File: src/rtl/enemy_spawner.sv
// Enemy wave spawner: releases a wave of enemies into four on-screen slots,
// one every SPAWN_DELAY frames, and tracks kills until the wave is cleared.
module enemy_spawner #(
  parameter int TOTAL_ENEMIES = 20,
  parameter int MAX_ACTIVE    = 4,
  parameter int SPAWN_DELAY   = 120
) (
  input  logic       frame_clk,
  input  logic       Reset,
  input  logic       start,
  input  logic       kill_valid,
  input  logic [1:0] kill_slot,
  input  logic       spawn_blocked,
  output logic [3:0] slot_active,
  output logic       spawn_valid,
  output logic [1:0] spawn_slot,
  output logic [1:0] spawn_point,
  output logic       scoring,
  output logic [5:0] num_enemies,
  output logic       wave_clear
);

  typedef enum logic [1:0] {IDLE, DELAY, SPAWN, CLEAR} state_t;

  localparam logic [3:0] ALL_SLOTS = 4'((1 << MAX_ACTIVE) - 1);
  localparam logic [5:0] RESERVE_INIT = 6'(TOTAL_ENEMIES);
  localparam logic [7:0] DELAY_INIT = 8'(SPAWN_DELAY);

  state_t     state_q, state_d;
  logic [7:0] cnt_q, cnt_d;
  logic [5:0] reserve_q, reserve_d;
  logic [1:0] point_q, point_d;
  logic [3:0] slot_active_q, slot_active_d;
  logic       spawn_valid_q, spawn_valid_d;
  logic [1:0] spawn_slot_q, spawn_slot_d;
  logic [1:0] spawn_point_q, spawn_point_d;
  logic       scoring_q, scoring_d;
  logic [5:0] num_enemies_q, num_enemies_d;
  logic       wave_clear_q, wave_clear_d;

  logic [1:0] free_idx;
  logic       kill_ok;
  logic [3:0] kill_mask;
  logic [3:0] slots_after_kill;
  logic [7:0] cnt_next;
  logic [2:0] active_count;

  // Lowest-index free slot, chosen from the slot map before this frame's kill.
  always_comb begin
    free_idx = 2'd0;
    for (int i = 3; i >= 0; i--) begin
      if (!slot_active_q[i]) free_idx = 2'(i);
    end
  end

  // Next-state logic: start overrides everything, then the per-state wave behaviour.
  always_comb begin
    state_d       = state_q;
    cnt_d         = cnt_q;
    reserve_d     = reserve_q;
    point_d       = point_q;
    slot_active_d = slot_active_q;
    spawn_valid_d = 1'b0;
    spawn_slot_d  = spawn_slot_q;
    spawn_point_d = spawn_point_q;
    scoring_d     = 1'b0;
    wave_clear_d  = wave_clear_q;

    kill_ok          = kill_valid && slot_active_q[kill_slot] &&
                       (state_q == DELAY || state_q == SPAWN);
    kill_mask        = kill_ok ? (4'b0001 << kill_slot) : 4'b0000;
    slots_after_kill = slot_active_q & ~kill_mask;
    cnt_next         = (cnt_q == 8'd0) ? 8'd0 : cnt_q - 8'd1;

    if (start) begin
      state_d       = DELAY;
      cnt_d         = DELAY_INIT;
      reserve_d     = RESERVE_INIT;
      point_d       = 2'd0;
      slot_active_d = 4'b0000;
      wave_clear_d  = 1'b0;
    end else begin
      case (state_q)
        DELAY: begin
          scoring_d     = kill_ok;
          slot_active_d = slots_after_kill;
          cnt_d         = cnt_next;
          if (cnt_next == 8'd0 && reserve_q != 6'd0 && slots_after_kill != ALL_SLOTS)
            state_d = SPAWN;
        end
        SPAWN: begin
          scoring_d     = kill_ok;
          slot_active_d = slots_after_kill;
          if (slot_active_q == ALL_SLOTS || reserve_q == 6'd0) begin
            state_d = DELAY;
            cnt_d   = 8'd0;
          end else if (!spawn_blocked) begin
            slot_active_d = slots_after_kill | (4'b0001 << free_idx);
            spawn_valid_d = 1'b1;
            spawn_slot_d  = free_idx;
            spawn_point_d = point_q;
            reserve_d     = reserve_q - 6'd1;
            point_d       = (point_q == 2'd2) ? 2'd0 : point_q + 2'd1;
            cnt_d         = DELAY_INIT;
            state_d       = DELAY;
          end
        end
        default: begin
        end
      endcase

      if ((state_q == DELAY || state_q == SPAWN) &&
          reserve_d == 6'd0 && slot_active_d == 4'b0000) begin
        state_d      = CLEAR;
        wave_clear_d = 1'b1;
      end
    end
  end

  // Remaining enemy count is reserve plus the number of live slots after this frame.
  always_comb begin
    active_count = 3'd0;
    for (int i = 0; i < 4; i++) begin
      active_count = active_count + {2'b00, slot_active_d[i]};
    end
    num_enemies_d = reserve_d + 6'(active_count);
  end

  // State and registered outputs; reset abandons any wave in progress.
  always_ff @(posedge frame_clk or posedge Reset) begin
    if (Reset) begin
      state_q       <= IDLE;
      cnt_q         <= 8'd0;
      reserve_q     <= RESERVE_INIT;
      point_q       <= 2'd0;
      slot_active_q <= 4'b0000;
      spawn_valid_q <= 1'b0;
      spawn_slot_q  <= 2'd0;
      spawn_point_q <= 2'd0;
      scoring_q     <= 1'b0;
      num_enemies_q <= RESERVE_INIT;
      wave_clear_q  <= 1'b0;
    end else begin
      state_q       <= state_d;
      cnt_q         <= cnt_d;
      reserve_q     <= reserve_d;
      point_q       <= point_d;
      slot_active_q <= slot_active_d;
      spawn_valid_q <= spawn_valid_d;
      spawn_slot_q  <= spawn_slot_d;
      spawn_point_q <= spawn_point_d;
      scoring_q     <= scoring_d;
      num_enemies_q <= num_enemies_d;
      wave_clear_q  <= wave_clear_d;
    end
  end

  assign slot_active = slot_active_q;
  assign spawn_valid = spawn_valid_q;
  assign spawn_slot  = spawn_slot_q;
  assign spawn_point = spawn_point_q;
  assign scoring     = scoring_q;
  assign num_enemies = num_enemies_q;
  assign wave_clear  = wave_clear_q;

endmodule

File: config.mk
export PLATFORM = sky130hd
export DESIGN_NAME = enemy_spawner
export DESIGN_NICKNAME = d
export VERILOG_FILES = /design/src/rtl/enemy_spawner.sv
export SDC_FILE = /design/constraint.sdc
export NUM_CORES = 1
export LEC_CHECK = 0
export ABC_AREA = 1
export BUFFER_PORTS_ARGS = -buffer_cell sky130_fd_sc_hd__clkbuf_2
export CAP_MARGIN = 20
export CELL_PAD_IN_SITES_DETAIL_PLACEMENT = 0
export CELL_PAD_IN_SITES_GLOBAL_PLACEMENT = 2
export CORE_MARGIN = 2
export CORE_UTILIZATION = 37
export CTS_BUF_LIST = sky130_fd_sc_hd__clkbuf_2
export DETAILED_ROUTE_END_ITERATION = 12
export GPL_TIMING_DRIVEN = 0
export PLACE_DENSITY_LB_ADDON = 0.1
export SLEW_MARGIN = 20
export SYNTH_ARGS = -nofsm -noshare
export SYNTH_HDL_FRONTEND = slang
export SYNTH_SLANG_ARGS = --single-unit
File: constraint.sdc
create_clock -name frame_clk -period 5.5 [get_ports frame_clk]
set_clock_uncertainty 0.1 [all_clocks]
set_input_delay 0.55 -clock frame_clk [delete_from_list [all_inputs] [get_ports frame_clk]]
set_output_delay 0.55 -clock frame_clk [all_outputs]
set_load 0.02 [all_outputs]
# Word level (Yosys, flattened, before mapping)
# Index checks and enable logic that the tools add are counted.
# word_totals
ff_bits	35
in_bits	7
out_inout_bits	17
elab_cells	101
# op_classes
addsub	7
order_cmp	1
n_eq_ne	10
shift	2
n_mux	41
n_bitwise	6
n_reduce_logical	23
# op_table
operator	count
$mux 8	4
$mux 6	5
$mux 2	14
$mux 4	5
$logic_not 8->1	2
$pmux 8 s2	1
$logic_not 6->1	2
$mux 1	9
$pmux 4 s2	1
$shl 1x2->4 const A	2
$sub 8x1->8 const B	1
$add 6x3->6	1
$logic_and 1x1->1	6
$reduce_and 3->1	2
$reduce_bool 6->1	1
$sub 6x1->6 const B	1
$ne 5x3->1 const B	1
$and 4x4->4	1
$eq 2x2->1 const B	2
$eq 4x4->1 const B	1
$logic_not 4->1	1
$ne 2x2->1 const B	2
$ne 4x2->1 const B	1
$ne 4x3->1 const B	1
other kinds (19)	23

# Depth between registers and ports, before layout
# Gate-level depths: netlist of the first run.
# logic_depth
ltp_word	17
ltp_mapped	19
ltp_nobuf	19

# Worst setup path after synthesis of the first run
# OpenSTA, ideal clock, no wires.
# synth_timing
kind	register -> register
start	register state_q[0]
end	register num_enemies_q[4] (netlist: num_enemies[4])
setup_time_ns	0.075
arrival_ns	3.009
required_ns	5.325
slack_ns	2.316
stages_incl_launch_ff	18
n_path_buf	0
period_less_slack_ns	3.184
path_cell_list	dfrtp_1 > inv_1 > ha_1 > nor2_1 > nand3_1 > nand2_1 > nand2_1 > nand2_1 > nand2_1 > nand2_1 > nor2_1 > fa_1 > inv_1 > fa_1 > fa_1 > inv_1 > nand3_1 > xnor2_1
# synth_between
elab_chain_cells	16
word_cells_on_any_way	20
cone_classes	add/sub: 4; eq/ne: 2; mux: 9; bitwise: 3; reduce/logical: 2
# synth_rtl
item	line_no	rtl
start, declared	29	state_t state_q, state_d;
start signal, assigned	144	state_q <= state_d;
$eq 2x1->1 or $eq 2x2->1 (tied branches)	70, 83	
$logic_or 1x1->1	70	(state_q == DELAY || state_q == SPAWN);
$logic_and 1x1->1	69	kill_ok = kill_valid && slot_active_q[kill_slot] &&
$mux 4	71	kill_mask = kill_ok ? (4'b0001 << kill_slot) : 4'b0000;
$not 4->4	72	slots_after_kill = slot_active_q & ~kill_mask;
$and 4x4->4	72	
$or 4x4->4	98	slot_active_d = slots_after_kill | (4'b0001 << free_idx);
$mux 4	97	end else if (!spawn_blocked) begin
$mux 4	94	if (slot_active_q == ALL_SLOTS || reserve_q == 6'd0) begin
$pmux 4 s2 (*)	83	case (state_q)
$mux 4 (*) (2 in a row)	75	if (start) begin
net slot_active_d[0]	33	logic [3:0] slot_active_q, slot_active_d;
$add 1x1->2 (*)	124	active_count = active_count + {2'b00, slot_active_d[i]};
$add 2x1->3 (*)	124	
$add 3x1->3 (*)	124	
$add 6x3->6 (*)	126	num_enemies_d = reserve_d + 6'(active_count);
net num_enemies_d[4]	38	logic [5:0] num_enemies_q, num_enemies_d;
end signal, assigned	153	num_enemies_q <= num_enemies_d;
end, declared	38	
# Mark *: on every way through the listed nets, which the timed path passes. The rest lies on a longest branch. The select of a mux whose other input is x is not followed.
# A chain may end at the register's enable or synchronous reset.

# Final worst setup path of the first run
# Same ends and word-level chain as after synthesis.

==> qor.txt, run 1 <==
DR top layer = met4
TritonCTS clock tree = built
Final wirelength = 5.35 mm
Syn nets = 345
Critical path required time = 5.72 ns
Detailed Route Iter0 Violations = 108
Die width = 83.0 um
DPL Wire Length = 4.16 mm
FF-to-FF End = num_enemies[4]
Total GRT Usage = 15.8%
Hold_buf cts = 0
Clock transition at path regs = 0.22 ns
Avg WL per Cell = 12.3 um
PD cells = 409 nW/um2
Grt total ovfl = 0
Most frequent cell after synthesis = nand2_1
Simple-Gate Fraction of Synth Area = 37.1%
DRC Markers = 0
P&R area growth vs syn = 11.0%
Top-area cell type share of the netlist area = 33.6%
Die area = 6890 um2
Final max-slew violation count = 0
Ys Warns = 0
CTS buffer count = 5
Root Driver = clkbuf_2
Layout Nets = 375
DR WL met3 = 144 um
Cell taking the most area after synthesis = dfrtp_1
Drt via density = 4.73
Adder-cell share of the synthesized area = 5.85%
Synth Area in XOR/XNOR = 1.90%
Compound-Gate Fraction of Synth Area = 6.56%
Global-route wire length before repair = 8.96 mm
Ant. Diodes = 0
Top post-synthesis cells by area = dfrtp_1 34%, nand2_1 15%, inv_1 8.6%
Met1 WL = 2.71 mm
Most frequent CP cell = nand2_1
Clock network latency to the later pin of the worst-skew pair = 0.40 ns
Syn_area_per_cell = 7.02 um2
Hold WC Path Type = primary input to asynchronous set/reset pin
Via count = 2057
Final Hold Fails = 0
Critical path class = flip-flop to flip-flop
Setup Buffers After CTS = 0
Ys flop type = dfrtp_1
GPL Wtd Cong = 0.782
Fraction of synthesized area in multiplexers = 0%
Rows = 28
Max FO, Critical Path = 6
DIE HEIGHT = 83.0 um
Layout cell share with drive strength beyond 1 = 18.1%
Status = complete, no violations
Setup TNS = 0 ns
Largest net degree at the start of global routing = 36
CP Data Arrival Time = 3.79 ns
R2R setup slack = 1.93 ns
Commonest cells in the netlist = 93 x nand2_1, 53 x inv_1, 45 x nor2_1, 31 x dfrtp_1, 28 x nand3_1
CP Launch Type = flip-flop
Largest family of logic cells by synthesized area = simple AND/OR/NAND/NOR gates
Sequential area share after synthesis = 38.2%
R2R Path Start = state_q[0]
Critical Path, Cell by Cell = inv_1 -> ha_1 -> nor2_1 -> nand3_1 -> nand2_1 -> nand2_1 -> nand2_1 -> nand2_1 -> nand2_1 -> nor2_1 -> fa_1 -> inv_1 -> fa_1 -> fa_1 -> inv_1 -> nand3_1 -> xnor2_1
Final min period = 3.57 ns
Fmax = 280 MHz
TritonCTS Sinks = 35
EDFF count, synth = 0
ANT nets after route = 0
RSZ-0062 raised after global routing = false
First-pass iteration count of the detailed router = 6
Num ports = 24
Initial antenna violation count = 0
Crit. End Element = flip-flop
Share of flip-flops with an asynchronous set or reset = 100%
Cells after synthesis = 329
Max_slew headroom = 48.9%
Core area = 5990 um2
CP max-delay cell = fa_1
Tcrit/Tclk final = 64.9%
Finish-stage setup viols = 0
IO buf count = 23
Worst reg-to-reg path cell count = 17
Synth unique cells = 32
Met2 wire length = 2.46 mm
Worst vdd ir = 0.000268 V
Initial Util = 38.5%
Synthesized flop and latch total = 35
Leakage = 1.35 nW
Post-Syn Area = 2310 um2
Slew @ Worst Pin = 0.766 ns
CTS H-tree depth = 2
Total of max-cap violations = 0
Worst path max stage delay = 0.53 ns
Vias in the first global route = 1907
Hold slack = 0.131 ns
Clock Path Buffers = 2
Cts repair resizes = 0
power by group:
part | switching, mW | total, mW | internal (mW)
clock network | 0.0977 | 0.128 | 0.0301
registers | 0.0507 | 0.365 | 0.315
logic | 0.370 | 0.554 | 0.184
flip-flops by register name, summed over array words and instances (netlist names):
signal and flops:
wave_clear 1, cnt_q 8, scoring 1, slot_active 4
spawn_point 2, spawn_slot 2, state_q 2, point_q 2
spawn_valid 1, num_enemies 6, reserve_q 6
routing by layer:
| metal | vias up | global-route usage (%) |
|---|---|---|
| li1 | 1076 | - |
| met1 | 938 | 21.7 |
| met2 | 39 | 25.7 |
| met3 | 4 | 2.58 |
| met4 | 0 | 4.92 |
| met5 | - | 0 |
area by class of cell:
type,count,area [um2]
inverters,61,229
plain buffers,2,11.3
well taps,75,93.8
clock inverters,3,20.0
fillers,622,3430
flip-flops and latches,35,881
clock buffers,5,25.0
repair buffers,23,115
multi-input cells,231,1190
per-stage QoR:
step	setup slack, ns	total power [mW]	cells	util, %	area (um2)
finish	1.93	1.05	435	42.8	2560
global route	1.63	1.15	435	42.8	2560
CTS	1.89	1.06	435	42.8	2560
detailed placement	1.96	0.925	427	42.0	2520
global placement	1.96	0.933	427	42.0	2520
floorplan	2.32	0.779	329	-	2310
layout by cell type (no fill, tap or decap), types with 2 or more instances in the layout:
cell type	count
nor3_1	2
nand3_1	28
nor2_1	45
xor2_1	4
inv_1	52
fa_1	3
o22ai_1	7
a21oi_1	3
clkbuf_2	28
nand3_2	2
inv_2	9
clkinvlp_4	2
nand4_1	3
dfstp_2	4
o21ai_0	5
ha_1	6
nand2_2	6
nor2_2	6
o21ai_1	7
dfrtp_1	31
nand2_1	93
how the worst max path moves through the flow:
stage	to	from	cells past startpoint
after floorplan	num_enemies[4]	state_q[0]	17
after global placement	num_enemies[4]	state_q[0]	17
after detailed placement	num_enemies[4]	state_q[0]	17
after CTS	num_enemies[4]	state_q[0]	17
after global routing	num_enemies[4]	state_q[0]	17
final	num_enemies[4]	state_q[0]	17
critical path, delay by kind of cell, from the launching register on:
family / cells / cell delay (ns)
adders and majority gates: 4 / 1.69
and+or+nand+nor: 9 / 0.93
xor gates and xnor gates: 1 / 0.16
buffers and inverters: 3 / 0.21
DFF: 1 / 0.41
logic make-up after synthesis:
logic type,after synthesis
and+or+nand+nor,191
buffers and inverters,63
DFF,35
AOI/OAI and AO/OA,26
adders and majority gates,9
xor gates and xnor gates,5
No activity file was read; power rests on OpenSTA's default activity.
==> run 2: changes to the inputs <==
CORE_UTILIZATION = 34   (was 37)
clock period = 3.7 ns   (was 5.5 ns; I/O delays follow)
==> run 2 against run 1 <==
Compared with the run above: largest cell class unchanged; wire length grew 3.6%; final area grew 1.3%; total power grew 48%; sequential power grew 50%; global-route usage grew 0.70 points.
==> qor.txt, run 2 (same netlist as run 1, synthesis figures left out) <==
CP max-delay cell = fa_1 (unchanged)
Clock transition at path regs = 0.18 ns (was 0.22 ns)
Layout cell share with drive strength beyond 1 = 18.2% (was 18.1%)
Max FO, Critical Path = 6 (unchanged)
CTS buffer count = 5 (unchanged)
Clock Path Buffers = 2 (unchanged)
Core area = 6680 um2 (was 5990 um2)
Leakage = 1.37 nW (was 1.35 nW)
DPL Wire Length = 4.34 mm (was 4.16 mm)
Final Hold Fails = 0 (unchanged)
CP Depth = 17 (unchanged)
Status = complete, no violations (unchanged)
Detailed Route Iter0 Violations = 67 (was 108)
Hold WC Path Type = primary input to flip-flop (was primary input to asynchronous set/reset pin)
Avg WL per Cell = 12.6 um (was 12.3 um)
R2R setup slack = 0.21 ns (was 1.93 ns)
RSZ-0062 raised after global routing = false (unchanged)
Vias in the first global route = 2087 (was 1907)
Worst path max stage delay = 0.53 ns (about the same)
Final Cell Area = 2590 um2 (was 2560 um2)
Root Driver = clkbuf_2 (unchanged)
DRC Markers = 0 (unchanged)
PD cells = 597 nW/um2 (was 409 nW/um2)
Grt total ovfl = 0 (unchanged)
Max reg flops = 8 (unchanged)
Initial Util = 34.6% (was 38.5%)
Placed cell area = 2540 um2 (was 2520 um2)
Most common cell after layout, fill and taps aside = nand2_1 (unchanged)
Tcrit/Tclk final = 94.2% (was 64.9%)
Crit. End Element = flip-flop (unchanged)
Worst reg-to-reg path cell count = 17 (unchanged)
Fin cells = 442 (was 435)
Total power = 1.55 mW (was 1.05 mW)
ANT nets after route = 0 (unchanged)
Total GRT Usage = 16.5% (was 15.8%)
CP Launch Type = flip-flop (unchanged)
TritonCTS Sinks = 35 (unchanged)
Register with the most flip-flops = cnt_q (unchanged)
Slew @ Worst Pin = 0.488 ns (was 0.766 ns)
P&R area growth vs syn = 12.4% (was 11.0%)
Ant. Diodes = 0 (unchanged)
Final max-slew violation count = 0 (unchanged)
CTS H-tree depth = 2 (unchanged)
Critical Path, Cell by Cell = inv_1 -> ha_1 -> nor2_2 -> nand3_1 -> nand2_1 -> nand2_1 -> nand2_1 -> nand2_1 -> nand2_1 -> nor2_1 -> fa_1 -> inv_1 -> fa_1 -> fa_1 -> inv_1 -> nand3_1 -> xnor2_1 (was inv_1 -> ha_1 -> nor2_1 -> nand3_1 -> nand2_1 -> nand2_1 -> nand2_1 -> nand2_1 -> nand2_1 -> nor2_1 -> fa_1 -> inv_1 -> fa_1 -> fa_1 -> inv_1 -> nand3_1 -> xnor2_1)
Hold slack = 0.104 ns (was 0.131 ns)
CP delay by family, top = adder cells (unchanged)
DIE HEIGHT = 86.4 um (was 83.0 um)
Max_slew headroom = 67.5% (was 48.9%)
GPL Wtd Cong = 0.783 (was 0.782)
TritonCTS clock tree = built (unchanged)
Drt via density = 4.60 (was 4.73)
Fmax = 287 MHz (was 280 MHz)
Die width = 86.4 um (was 83.0 um)
Layout Nets = 377 (was 375)
Final min period = 3.49 ns (was 3.57 ns)
IO buf count = 23 (unchanged)
Num ports = 24 (unchanged)
Clock network latency to the later pin of the worst-skew pair = 0.37 ns (was 0.40 ns)
Inst Count DP = 433 (was 427)
Critical path class = flip-flop to flip-flop (unchanged)
CP Data Arrival Time = 3.70 ns (was 3.79 ns)
Via count = 2035 (was 2057)
WHS Path Cells = 2
Rows = 30 (was 28)
Initial antenna violation count = 0 (unchanged)
Global-route wire length before repair = 9.75 mm (was 8.96 mm)
Total of max-cap violations = 0 (unchanged)
Final wirelength = 5.55 mm (was 5.35 mm)
First-pass iteration count of the detailed router = 4 (was 6)
Finish-stage setup viols = 0 (unchanged)
Setup TNS = 0 ns (unchanged)
Critical path required time = 3.91 ns (was 5.72 ns)
Largest net degree at the start of global routing = 33 (was 36)
Die area = 7460 um2 (was 6890 um2)
WP buf/inv = 3 (unchanged)
Most frequent CP cell = nand2_1 (unchanged)
Worst vdd ir = 0.000330 V (was 0.000268 V)
Most frequent cells in the layout = 93 x nand2_1, 52 x inv_1, 44 x nor2_1 (was 93 x nand2_1, 52 x inv_1, 45 x nor2_1)
run 2: cell count changes in the layout (fill, tap and decap cells not counted):
cell	before	now
buf_12	0	1
clkbuf_2	28	29
clkinv_1	0	1
clkinvlp_4	2	0
dlygate4sd3_1	0	1
nor2_1	45	44
nor2_2	6	7
run 2: what timing repair did:
item                                    in CTS  in global routing
endpoints found under the hold margin       33                  0
buffers inserted                             0                  0
hold buffers                                 1                  0
endpoints found under the setup margin       0                  1
resized for setup                            0                  1
run 2: layer usage:
layer | share of wire, % | vias up | GRT usage, %
met1 | 50 | 930 | 21.8
met2 | 47 | 18 | 27.6
met5 | 0 | - | 0
met3 | 2.3 | 4 | 3.43
met4 | 1.0 | 0 | 4.40
li1 | - | 1083 | -
run 2: worst register-to-register path, stage by stage (launching register included):
cell,delay [ns]
dfrtp_1,0.41
inv_1,0.05
ha_1,0.39
nor2_2,0.22
nand3_1,0.12
nand2_1,0.11
nand2_1,0.06
nand2_1,0.05
nand2_1,0.05
nand2_1,0.08
nor2_1,0.08
fa_1,0.53
inv_1,0.05
fa_1,0.41
fa_1,0.37
inv_1,0.10
nand3_1,0.09
xnor2_1,0.15
run 2: stage by stage:
stage / util, % / setup slack (ns)
after CTS: 38.8 / 0.0917
after detailed placement: 38.1 / 0.116
after global routing: 38.8 / 0.00187
after global placement: 37.8 / 0.153
after floorplan: - / 0.516
final: 38.8 / 0.214
run 2: path summary, 6_finish.rpt:
path | endpoint | from
setup / recovery | num_enemies[4] | state_q[0]
hold / removal | spawn_valid | start
setup reg to reg | num_enemies[4] | state_q[0]
hold reg to reg | point_q[0] | point_q[0]
max in group asynchronous | reserve_q[4] | Reset
min in group asynchronous | num_enemies[3] | Reset
run 2: area by class of cell:
cell class | count | area, um2
Clock inverter | 2 | 8.76
Fill cell | 746 | 4090
Clock buffer | 6 | 30.0
Inverter | 61 | 229
Sequential cell | 35 | 881
Timing Repair Buffer | 25 | 145
Multi-Input combinational cell | 231 | 1190
Buffer | 2 | 11.3
Tap cell | 80 | 100
run 2: where the power goes:
group	internal, mW	total (mW)	switching [mW]
clock network	0.0466	0.176	0.130
logic	0.278	0.826	0.548
registers	0.468	0.546	0.0784
